==> config.mk <==
export PLATFORM = sky130hd
export DESIGN_NAME = pattern_bank
export DESIGN_NICKNAME = d
export VERILOG_FILES = /design/src/rtl/pattern_bank_pkg.sv /design/src/rtl/pattern_chan.sv /design/src/rtl/pattern_bank.sv
export SDC_FILE = /design/constraint.sdc
export NUM_CORES = 1
export LEC_CHECK = 0
export BUFFER_PORTS_ARGS = -buffer_cell sky130_fd_sc_hd__buf_2
export CORE_MARGIN = 2
export CORE_UTILIZATION = 57
export CTS_BUF_LIST = sky130_fd_sc_hd__clkbuf_16
export DETAILED_ROUTE_END_ITERATION = 10
export PLACE_DENSITY = 0.78
export SLEW_MARGIN = 20
export SYNTH_ARGS = -nofsm -noshare
export SYNTH_HDL_FRONTEND = slang
export SYNTH_HIERARCHICAL = 1
export SYNTH_SLANG_ARGS = --single-unit
==> constraint.sdc <==
create_clock -name i_clk -period 2 [get_ports i_clk]
set_input_delay 0.2 -clock i_clk [delete_from_list [all_inputs] [get_ports i_clk]]
set_output_delay 0.2 -clock i_clk [all_outputs]
set_load 0.1 [all_outputs]
==> src/rtl/pattern_bank_pkg.sv <==
// Shared types and constants for the pattern_bank channel array.
package pattern_bank_pkg;

    localparam int MODE_W = 2;

    typedef enum logic [MODE_W-1:0] {
        MODE_ZERO  = 2'd0,
        MODE_ONES  = 2'd1,
        MODE_HOLD  = 2'd2,
        MODE_COUNT = 2'd3
    } mode_e;

endpackage

==> src/rtl/pattern_chan.sv <==
// One output channel: shadow config, active config/counter, registered output and wrap pulse.
module pattern_chan
    import pattern_bank_pkg::*;
#(
    parameter int WIDTH = 8
) (
    input  logic              i_clk,
    input  logic              i_rst_n,
    input  logic              i_wr_en,
    input  logic [MODE_W-1:0] i_wr_mode,
    input  logic [WIDTH-1:0]  i_wr_data,
    input  logic              i_commit,
    input  logic              i_run,
    output logic [WIDTH-1:0]  o_value,
    output logic              o_wrap
);

    typedef struct packed {
        mode_e            mode;
        logic [WIDTH-1:0] data;
    } chan_cfg_t;

    chan_cfg_t        r_shadow;
    chan_cfg_t        r_active;
    logic [WIDTH-1:0] r_out;
    logic             r_wrap;

    chan_cfg_t        w_wr_cfg;
    chan_cfg_t        w_commit_cfg;
    chan_cfg_t        w_active_next;
    logic [WIDTH-1:0] w_out_next;
    logic             w_wrap_next;

    always_comb begin
        w_wr_cfg.mode = mode_e'(i_wr_mode);
        w_wr_cfg.data = i_wr_data;
        // A write landing in the commit cycle is committed along with the rest.
        w_commit_cfg  = i_wr_en ? w_wr_cfg : r_shadow;
        w_active_next = r_active;
        w_wrap_next   = 1'b0;
        if (i_commit) begin
            w_active_next = w_commit_cfg;
        end else if (i_run && r_active.mode == MODE_COUNT) begin
            w_active_next.data = r_active.data + WIDTH'(1);
            w_wrap_next        = &r_active.data;
        end
        case (w_active_next.mode)
            MODE_ZERO: w_out_next = '0;
            MODE_ONES: w_out_next = '1;
            default:   w_out_next = w_active_next.data;
        endcase
    end

    always_ff @(posedge i_clk or negedge i_rst_n) begin
        if (!i_rst_n) begin
            r_shadow <= '0;
            r_active <= '0;
            r_out    <= '0;
            r_wrap   <= 1'b0;
        end else begin
            if (i_wr_en) begin
                r_shadow <= w_wr_cfg;
            end
            r_active <= w_active_next;
            r_out    <= w_out_next;
            r_wrap   <= w_wrap_next;
        end
    end

    assign o_value = r_out;
    assign o_wrap  = r_wrap;

endmodule

==> src/rtl/pattern_bank.sv <==
// Bank of NUM_CH programmable pattern channels with shadowed config and a global commit.
module pattern_bank
    import pattern_bank_pkg::*;
#(
    parameter  int NUM_CH = 3,
    parameter  int WIDTH  = 8,
    localparam int CH_W   = (NUM_CH > 1) ? $clog2(NUM_CH) : 1
) (
    input  logic                    i_clk,
    input  logic                    i_rst_n,
    input  logic                    i_cfg_valid,
    output logic                    o_cfg_ready,
    input  logic [CH_W-1:0]         i_cfg_ch,
    input  logic [MODE_W-1:0]       i_cfg_mode,
    input  logic [WIDTH-1:0]        i_cfg_data,
    input  logic                    i_commit,
    input  logic                    i_run,
    output logic [NUM_CH*WIDTH-1:0] o_ch,
    output logic [NUM_CH-1:0]       o_wrap,
    output logic                    o_cfg_err
);

    logic              r_cfg_ready;
    logic              r_cfg_err;
    logic              w_accept;
    logic              w_in_range;
    logic [NUM_CH-1:0] w_wr_en;

    assign w_accept   = i_cfg_valid & r_cfg_ready;
    assign w_in_range = int'(i_cfg_ch) < NUM_CH;

    generate
        for (genvar gi = 0; gi < NUM_CH; gi++) begin : g_chan
            assign w_wr_en[gi] = w_accept && w_in_range && (int'(i_cfg_ch) == gi);

            pattern_chan #(
                .WIDTH (WIDTH)
            ) u_chan (
                .i_clk     (i_clk),
                .i_rst_n   (i_rst_n),
                .i_wr_en   (w_wr_en[gi]),
                .i_wr_mode (i_cfg_mode),
                .i_wr_data (i_cfg_data),
                .i_commit  (i_commit),
                .i_run     (i_run),
                .o_value   (o_ch[gi*WIDTH +: WIDTH]),
                .o_wrap    (o_wrap[gi])
            );
        end
    endgenerate

    always_ff @(posedge i_clk or negedge i_rst_n) begin
        if (!i_rst_n) begin
            r_cfg_ready <= 1'b0;
            r_cfg_err   <= 1'b0;
        end else begin
            r_cfg_ready <= 1'b1;
            r_cfg_err   <= w_accept & ~w_in_range;
        end
    end

    assign o_cfg_ready = r_cfg_ready;
    assign o_cfg_err   = r_cfg_err;

endmodule

==> After elaboration in Yosys (flattened, before gate mapping) <==
Index checks and enable logic that the tools add are counted.
{ "word_totals": {"out_inout_bits": 29, "ff_bits": 89} }
{ "classes": {"n_reduce_logical": 14, "bitwise": 3, "n_mux": 21, "n_lt_le_gt_ge": 1, "n_addsub": 3, "n_eq_ne": 8} }
{ "op_table": {"columns": ["operator", "count"], "rows": [
  ["8-bit two-way mux", 6],
  ["8-bit one-hot mux with 2 select lines", 3],
  ["10-bit two-way mux", 3],
  ["8-bit by 1-bit adder with 8-bit output, second input constant", 3],
  ["8-bit AND reduction", 3],
  ["2-bit equality test, second input constant", 5],
  ["2-bit zero test", 4],
  ["1-bit logical AND", 7],
  ["2-bit by 1-bit equality test with 1-bit output, second input constant", 3],
  ["1-bit two-way mux", 6],
  ["2-bit two-way mux", 3],
  ["1-bit bitwise AND", 2],
  ["2-bit less-than comparator, second input constant", 1],
  ["1-bit NOT", 1]
]} }

==> Longest topological paths before layout <==
Gate-level depths: netlist of run 1.
{ "logic_depth": {"depth_word": 7, "ltp_mapped": 6, "ltp_nobuf": 5} }

==> Cells and area by module <==
The synthesis of run 1 kept the hierarchy.
{ "by_module_without_submodules": {"columns": ["mod", "cells_each", "seq_area_each_um2", "area_per_inst_um2", "n_inst"], "rows": [
  ["pattern_chan", 104, 725.7, 1252.5, 3],
  ["pattern_bank", 7, 50.0, 98.8, 1]
]} }

==> Worst setup path before layout of run 1 <==
Ideal clock, no wire load.
{ "synth_timing": {"path_kind": "register to register", "startpoint": "reg r_cfg_ready (netlist: o_cfg_ready)", "endpoint": "reg g_chan[1].u_chan.r_out[0]", "setup_ns": 0.119, "arrival_time_ns": 2.305, "t_required_ns": 1.881, "stages_incl_launch_ff": 7, "slack_ns": -0.424, "cell_sequence": "dfrtp_1 -> and4b_2 -> buf_6 -> mux2_4 -> mux2_4 -> nand2_4 -> a21bo_1"} }
{ "synth_rtl": {"columns": ["item", "line_no", "source"], "rows": [
  ["start, declared", "pattern_bank.sv:23", "logic r_cfg_ready;"],
  ["start signal, assigned", "pattern_bank.sv:54", "r_cfg_ready <= 1'b0;"],
  ["start signal, assigned", "pattern_bank.sv:57", "r_cfg_ready <= 1'b1;"],
  ["end signal, assigned", "pattern_chan.sv:65", "r_out <= w_out_next;"],
  ["end, declared", "pattern_chan.sv:25", "logic [WIDTH-1:0] r_out;"]
]} }

==> results.sh, run 1 <==
export IMPL_fmax_mhz=541
export IMPL_grt_start_max_net_pins=41
export IMPL_grt_util_all_layers_pct=23.7
export IMPL_synth_top_family_by_area="simple AND/OR/NAND/NOR gates"
export IMPL_row_count=29
export IMPL_dp_cells=443
export IMPL_startpoint_type="register"
export IMPL_async_flop_share_pct=100
export IMPL_area_growth_pct=16.4
export IMPL_place_congestion=0.852
export IMPL_ys_types=31
export IMPL_clock_skew_ps=9.63
export IMPL_hold_path_class="input pin to register"
export IMPL_die_h_microns=86.3
export IMPL_drc_errors=0
export IMPL_synthXorXnorAreaFrac_pct=2.73
export IMPL_relSlewSlack_pct=65.7
export IMPL_fin_crit_sh_pct=92.4
export IMPL_crit_path_max_incr_delay_ps=480
export IMPL_synthFlopType="dfrtp_1"
export IMPL_postCtsSetupBuffers=0
export IMPL_yosysSeqAreaShare_pct=57.8
export IMPL_ff_latch_area_sq_um=2230
export IMPL_tns_ps=0
export IMPL_die_area_sq_um=7440
export IMPL_layout_drive_gt1_share_pct=27.4
export IMPL_synth_avg_cell_area_sq_um=12.1
export IMPL_via_count=2681
export IMPL_viasPerCell=5.83
export IMPL_rr_worst_depth=5
export IMPL_crit_chain="and4b_2 > mux2_4 > a21boi_4 > inv_1 > a21bo_1"
export IMPL_status="finished, final reports clean"
export IMPL_synth_top_cell_area_share_pct=57.8
export IMPL_routed_wl_mm=8.15
export IMPL_overflow=0
export IMPL_ys_top_cells_by_area="dfrtp_1, mux2_2, mux2_4"
export IMPL_core_area_sq_um=6460
export IMPL_dp_hpwl_mm=5.63
export IMPL_instances_no_fill=460
export IMPL_timing_final_ws_setup_ps=151
export IMPL_path_class="register to register"
export IMPL_crit_path_end_kind="register"
export IMPL_final_util_pct=69.5
export IMPL_syn_area_sq_um=3860
export IMPL_grt_pass1_wl_mm=13.3
export IMPL_synth_top_cell_by_area="dfrtp_1"
export IMPL_place_ws_ps=178
export IMPL_worst_pin_slew_ps=515
export IMPL_hold_violations=0
export IMPL_dr_pass1_iters=4
export IMPL_io_buffers=45
export IMPL_final_nets=398
export IMPL_synth_fa_ha_area_share_pct=0.973
export IMPL_drv_cap=0
export IMPL_peakVddDrop_mv=0.834
export IMPL_cpMaxStageDelayCell="dfrtp_4"
export IMPL_cts_buffer_depth=2
export IMPL_multiInputGateArea_sq_um=1510
export IMPL_synthMuxAreaShare_pct=11.1
export IMPL_cts_root_buf="clkbuf_16"
export IMPL_cts_tree="yes"
export IMPL_cp_arrival_ps=2070
export IMPL_synth_compound_area_share_pct=10.1
export IMPL_hold_buffers=1
export IMPL_p_leak_uw=0.00212
export IMPL_synth_warnings=6
export IMPL_layout_common_cells="dfrtp_1, buf_2, nor2_1"
export IMPL_wire_per_inst_microns=17.7
export IMPL_antenna_found_initial=0
export IMPL_syn_inst=319
export IMPL_worstPathRequired_ps=2220
export IMPL_syn_num_nets=339
export IMPL_io_pins=46
export IMPL_slew_violations=0
export IMPL_drt_iter0_drc=112
export IMPL_crit_fanout=6
export IMPL_cts_resized=0
export IMPL_grt_pass1_vias=2739
export IMPL_fillerInstances=472
export IMPL_antenna_left=0
export IMPL_cts_max_level=3
export IMPL_synth_seq_cells=89
export IMPL_final_common_cell="dfrtp_1"
export IMPL_clk_pin_slew_ps=60
export IMPL_setup_violations=0
export IMPL_synth_edf_count=0
export IMPL_num_antenna_cells=0
export IMPL_numCtsBuffers=9
export IMPL_fp_dieW_microns=86.3
export IMPL_rsz0062_at_grt="no"
export IMPL_cellPowerDensity_nw_per_um2=1420
export IMPL_clock_sinks=89
export IMPL_synth_simple_area_share_pct=14.0
export IMPL_insertion_delay_ps=330
export IMPL_period_minus_slack_ps=1850
export IMPL_start_util_pct=59.7
export IMPL_hold_depth=3
[worst max-delay path: cells and delay by family (launching register included)]
kind / cells / cell delay [ps]
AND/OR/NAND/NOR: 1 / 300
AO/OA/AOI/OAI: 2 / 460
flip-flops: 1 / 480
multiplexers: 1 / 350
buffers and inverters: 1 / 130
[stage by stage]
stage               total power (uW)  hold WS (ps)  area, sq um
floorplan                       4330         -95.6         3860
global placement                4750           201         4200
detailed placement              4800           208         4200
CTS                             6400           171         4490
global route                    6630           194         4490
finish                          6370           185         4490
[worst paths after layout]
path                                                   start  slack (ps)                      endpoint
worst max-delay path                             o_cfg_ready         150   g_chan[2].u_chan/o_value[0]
worst min-delay path                           i_cfg_data[2]         180  g_chan[0].u_chan/r_shadow[2]
worst max register to register                   o_cfg_ready         150   g_chan[2].u_chan/o_value[0]
worst min register to register  g_chan[2].u_chan/r_shadow[2]         490  g_chan[2].u_chan/r_shadow[2]
max in group asynchronous                            i_rst_n        1020   g_chan[2].u_chan/o_value[7]
min in group asynchronous                            i_rst_n         390  g_chan[1].u_chan/r_active[8]
[sequential cells by signal, summed over array words and instances (netlist names)]
register	count
o_cfg_ready	1
g_chan.u_chan/r_active	30
o_cfg_err	1
g_chan.u_chan/o_wrap	3
g_chan.u_chan/r_shadow	30
g_chan.u_chan/o_value	24
[layout make-up]
type                    count  area share (%)
repair buffers             54            6.91
inverters                  18            1.51
clock buffers               9            5.02
well taps                  77            2.15
flip-flops and latches     89            49.7
multi-input cells         206            33.5
clock inverters             7            1.20
[power breakdown]
part / internal (uW) / switching, uW
clock: 943 / 635
combinational: 531 / 1830
sequential: 2220 / 218
total: 3690 / 2680
[synth_stat cells (all sizes together) (2+ instances only)]
| library cell | instances |
|---|---|
| dfrtp | 89 |
| a21oi | 6 |
| nand3 | 15 |
| nand2 | 24 |
| nor2 | 24 |
| mux2 | 27 |
| inv | 18 |
| xnor2 | 9 |
| nor3 | 21 |
| o21ai | 12 |
| mux2i | 9 |
| o211ai | 6 |
| a21boi | 3 |
| nand4 | 6 |
| a21bo | 6 |
| and4b | 2 |
| o31ai | 9 |
| o31a | 3 |
| nand2b | 3 |
| o21a | 6 |
| buf | 6 |
| nor4 | 6 |
| ha | 3 |
| xor2 | 3 |
[kinds of logic (layout without fill, tap and decap cells)]
group           after synthesis  count (layout)
xor+xnor                     12              12
mux                          36              36
other cells                   1               1
buf+inv                      24              88
fa+ha+maj                     3               3
compound gates               51              51
simple gates                103             103
flops                        89              89
[layer usage]
layer	vias up	global-route usage, %	wire (microns)
li1	1247	-	-
met1	1348	31.5	3640
met3	11	3.62	289
met4	0	10.2	121
met2	75	39.0	4090
met5	-	0	0
No activity file was read; power rests on OpenSTA's default activity.
==> run 2, diff against run 1 <==
Settings changed: CORE_ASPECT_RATIO set to 1.2, GPL_TIMING_DRIVEN set to 0.
Clock period 2 ns to 2.1 ns, I/O delays scaled along.
==> results.sh, run 2 (same netlist as run 1, synthesis figures left out) <==
export IMPL_period_minus_slack_ps=1900
export IMPL_fp_dieW_microns=79.1
export IMPL_antenna_left=0
export IMPL_clock_skew_ps=4.08
export IMPL_num_antenna_cells=0
export IMPL_wire_per_inst_microns=16.1
export IMPL_worstPathRequired_ps=2320
export IMPL_dp_cells=450
export IMPL_fin_crit_sh_pct=90.3
export IMPL_cts_max_level=3
export IMPL_slew_violations=0
export IMPL_dp_hpwl_mm=5.36
export IMPL_hold_buffers=1
export IMPL_swShare_pct=41.7
export IMPL_met1_length_mm=3.27
export IMPL_io_pins=46
export IMPL_p_leak_uw=0.00212
export IMPL_cts_tree="yes"
export IMPL_drv_cap=0
export IMPL_pwr_share_comb_pct=36.9
export IMPL_hold_violations=0
export IMPL_rsz0062_at_grt="no"
export IMPL_top_layer_used="met4"
export IMPL_drc_errors=0
export IMPL_crit_fanout=10
export IMPL_overflow=0
export IMPL_via_count=2647
export IMPL_grt_pass1_wl_mm=12.6
export IMPL_finalPower_uw=6030
export IMPL_row_count=32
export IMPL_hold_path_class="input pin to register"
export IMPL_crit_path_end_kind="register"
export IMPL_postCtsSetupBuffers=0
export IMPL_peakVddDrop_mv=0.976
export IMPL_layout_common_cells="dfrtp_1, buf_2, nor2_1"
export IMPL_p_seq_share_pct=38.3
export IMPL_path_class="register to register"
export IMPL_die_area_sq_um=7440
export IMPL_route_met3_wl_microns=273
export IMPL_clock_sinks=89
export IMPL_fmax_mhz=527
export IMPL_grt_pass1_vias=2562
export IMPL_layout_drive_gt1_share_pct=27.6
export IMPL_grt_start_max_net_pins=53
export IMPL_clk_pin_slew_ps=50
export IMPL_die_h_microns=94.1
export IMPL_core_area_sq_um=6490
export IMPL_io_buffers=45
export IMPL_cp_arrival_ps=2110
export IMPL_intPower_uw=3520
export IMPL_status="finished, final reports clean"
export IMPL_routed_wl_mm=7.51
export IMPL_insertion_delay_ps=330
export IMPL_clkPwrFrac_pct=24.8
export IMPL_cts_root_buf="clkbuf_16"
export IMPL_area_growth_pct=16.9
export IMPL_dr_wl_met2_mm=3.84
export IMPL_setup_violations=0
export IMPL_final_common_cell="dfrtp_1"
export IMPL_p_switching_uw=2520
export IMPL_startpoint_type="register"
export IMPL_cellPowerDensity_nw_per_um2=1340
export IMPL_start_util_pct=59.5
export IMPL_final_nets=397
export IMPL_drt_iter0_drc=168
export IMPL_instances_no_fill=466
export IMPL_grt_util_all_layers_pct=22.4
export IMPL_dr_pass1_iters=4
export IMPL_viasPerCell=5.68
export IMPL_place_congestion=0.849
export IMPL_antenna_found_initial=0
export IMPL_cts_resized=0
export IMPL_numCtsBuffers=9
export IMPL_cts_buffer_depth=2
[run 2: cell type report]
class	count	area, sq um
multi-input combinational	206	1510
clock inverter	6	51.3
tap	85	106
sequential	89	2230
timing repair buffer	47	265
inverter	18	67.6
clock buffer	9	225
buffer	6	56.3
fill	501	1980
[run 2: metrics by stage]
| step | area (sq um) | util, % | hold slack (ps) | setup slack [ps] | TNS [ps] |
|---|---|---|---|---|---|
| after detailed placement | 4220 | 65.1 | 209 | 207 | 0 |
| after global placement | 4190 | 64.6 | 463 | -199 | -199 |
| after global routing | 4510 | 69.5 | 177 | 144 | 0 |
| after CTS | 4510 | 69.5 | 160 | 200 | 0 |
| final | 4510 | 69.5 | 164 | 204 | 0 |
| after floorplan | 3860 | - | -85.6 | 102 | 0 |
[run 2: path summary, 6_finish.rpt]
path | start | end | slack, ps | depth (start not counted)
min in group asynchronous | i_rst_n | g_chan[1].u_chan/o_value[3] | 390 | 2
max in group asynchronous | i_rst_n | g_chan[2].u_chan/r_active[1] | 1100 | 3
min reg2reg | g_chan[0].u_chan/r_shadow[7] | g_chan[0].u_chan/r_shadow[7] | 480 | 2
max reg2reg | o_cfg_ready | g_chan[0].u_chan/o_value[0] | 200 | 6
min | i_cfg_data[2] | g_chan[1].u_chan/r_shadow[2] | 160 | 3
max | o_cfg_ready | g_chan[0].u_chan/o_value[0] | 200 | 6
[run 2: power by group through the flow]
stage	sequential (uW)	clock [uW]	combinational, uW
after CTS	2310	1530	2240
after floorplan	3450	0	666
after global placement	2320	0	2190
after global routing	2350	1610	2340
final	2310	1500	2230
after detailed placement	2340	0	2230
[run 2: metal layers]
metal  track usage, %  up-vias
li1                 -     1250
met1             29.8     1321
met2             36.2       67
met3             2.98        9
met4             11.1        0
met5                0        -
[run 2: critical path: stages (launching register included)]
cell,delay [ps]
dfrtp_4,480
and4bb_2,230
buf_6,150
mux2_4,340
a21boi_4,280
inv_1,120
a21bo_1,180
==> run 3, diff against run 2 <==
Settings changed: CORE_ASPECT_RATIO 1.2 to 2, SKIP_CTS_REPAIR_TIMING set to 1.
==> results.sh, run 3 (same netlist as run 1, synthesis figures left out) <==
export IMPL_crit_path_max_incr_delay_ps=480
export IMPL_multiInputGateArea_sq_um=1510
export IMPL_cellPowerDensity_nw_per_um2=1310
export IMPL_hold_violations=0
export IMPL_startpoint_type="register"
export IMPL_area_growth_pct=16.0
export IMPL_dr_pass1_iters=5
export IMPL_period_minus_slack_ps=1920
export IMPL_ff2ff_setup_slack_ps=180
export IMPL_final_util_pct=68.1
export IMPL_layout_drive_gt1_share_pct=26.8
export IMPL_status="finished, final reports clean"
export IMPL_die_h_microns=120
export IMPL_p_switching_uw=2500
export IMPL_critical_path_buf_inv_count=1
export IMPL_num_antenna_cells=0
export IMPL_io_pins=46
export IMPL_worst_pin_slew_ps=652
export IMPL_viasPerCell=5.57
export IMPL_grt_pass1_vias=2743
export IMPL_crit_chain="and4b_2 > buf_6 > mux2_4 > mux2_4 > nand2_4 > a21bo_1"
export IMPL_start_util_pct=58.7
export IMPL_instances_no_fill=468
export IMPL_cpMostUsedCell="mux2_4"
export IMPL_cts_buffer_depth=2
export IMPL_hold_path_class="input pin to register"
export IMPL_crit_fanout=10
export IMPL_relSlewSlack_pct=56.5
export IMPL_grt_util_all_layers_pct=23.5
export IMPL_dp_cells=453
export IMPL_p_leak_uw=0.00211
export IMPL_fin_crit_sh_pct=91.2
export IMPL_peakVddDrop_mv=1.04
export IMPL_via_count=2606
export IMPL_clock_sinks=89
export IMPL_intPower_uw=3380
export IMPL_clock_skew_ps=2.89
export IMPL_insertion_delay_ps=330
export IMPL_cts_root_buf="clkbuf_16"
export IMPL_layout_common_cells="dfrtp_1, buf_2, nor2_1"
export IMPL_cp_arrival_ps=2140
export IMPL_crit_family="multiplexers"
export IMPL_clk_pin_slew_ps=60
export IMPL_crit_end="g_chan[1].u_chan/o_value[1]"
export IMPL_clkPwrFrac_pct=22.8
export IMPL_final_common_cell="dfrtp_1"
export IMPL_cpMaxStageDelayCell="dfrtp_4"
export IMPL_cp_num_cells=6
export IMPL_rr_endpoint="g_chan[1].u_chan/o_value[1]"
export IMPL_drt_iter0_drc=222
export IMPL_numCtsBuffers=9
export IMPL_setup_violations=0
export IMPL_final_nets=397
export IMPL_io_buffers=45
export IMPL_ff_latch_area_sq_um=2230
export IMPL_row_count=42
export IMPL_place_congestion=0.845
export IMPL_placed_cell_area_sq_um=4220
export IMPL_grt_start_max_net_pins=54
export IMPL_rr_worst_depth=6
export IMPL_cts_tree="yes"
export IMPL_slew_violations=0
export IMPL_crit_path_end_kind="register"
export IMPL_dp_hpwl_mm=5.77
export IMPL_pwr_share_comb_pct=37.9
export IMPL_finalInstanceArea_sq_um=4470
export IMPL_core_area_sq_um=6570
export IMPL_antenna_left=0
export IMPL_drc_errors=0
export IMPL_overflow=0
export IMPL_grt_pass1_wl_mm=13.2
export IMPL_cts_max_level=3
export IMPL_wire_per_inst_microns=16.8
export IMPL_drv_cap=0
export IMPL_p_seq_share_pct=39.3
export IMPL_swShare_pct=42.5
export IMPL_worstPathRequired_ps=2320
export IMPL_fillerInstances=498
export IMPL_path_class="register to register"
export IMPL_r2r_start="o_cfg_ready"
export IMPL_fp_dieW_microns=62.2
export IMPL_holdWs_ps=177
export IMPL_routed_wl_mm=7.84
export IMPL_antenna_found_initial=0
export IMPL_fmax_mhz=522
export IMPL_rsz0062_at_grt="no"
export IMPL_cp_startpoint="o_cfg_ready"
export IMPL_die_area_sq_um=7480
## run 3: cell count changes in the layout (fill, tap and decap cells not counted)
cell / delta
buf_16: -1
bufinv_16: -1
inv_1: +2
buf_12: +1
clkinv_2: -2
## run 3: cell type report
class	instances	share of cell area (%)
buffer	6	1.26
clock buffer	9	5.04
clock inverter	5	0.420
inverter	18	1.51
multi-input combinational	206	33.7
sequential	89	49.9
tap	88	2.46
timing repair buffer	47	5.76
## run 3: worst min-delay path by stage
stage,endpoint,depth (start not counted),slack [ps],startpoint
floorplan,g_chan[0].u_chan/o_value[0],0,-90,i_rst_n
global placement,g_chan[0].u_chan/r_shadow[7],2,460,g_chan[0].u_chan/r_shadow[7]
detailed placement,o_cfg_err,1,290,i_rst_n
CTS,o_cfg_err,1,-80,i_rst_n
global route,g_chan[2].u_chan/r_shadow[8],2,170,i_cfg_mode[0]
finish,g_chan[2].u_chan/r_shadow[8],2,180,i_cfg_mode[0]
## run 3: stage by stage
stage | total power (uW) | TNS (ps) | setup WS [ps]
4_1_cts | 5940 | 0 | 176
3_5_place_dp | 4570 | 0 | 185
5_1_grt | 6160 | 0 | 111
6_report | 5880 | 0 | 184
3_3_place_gp | 4520 | -108 | -108
2_1_floorplan | 4120 | 0 | 102
## run 3: power by group through the flow
stage                     clock network (uW)  logic (uW)  registers, uW
after floorplan                            0         666           3450
after global placement                     0        2200           2320
after global routing                    1450        2360           2350
after CTS                               1380        2240           2310
final                                   1340        2230           2310
after detailed placement                   0        2240           2340
## run 3: layer usage
metal	vias up	GRT usage, %	share of wire (%)
met5	-	0	0
met4	0	13.9	4.1
met1	1284	26.2	37
li1	1234	-	-
met2	66	41.4	55
met3	22	4.74	3.7
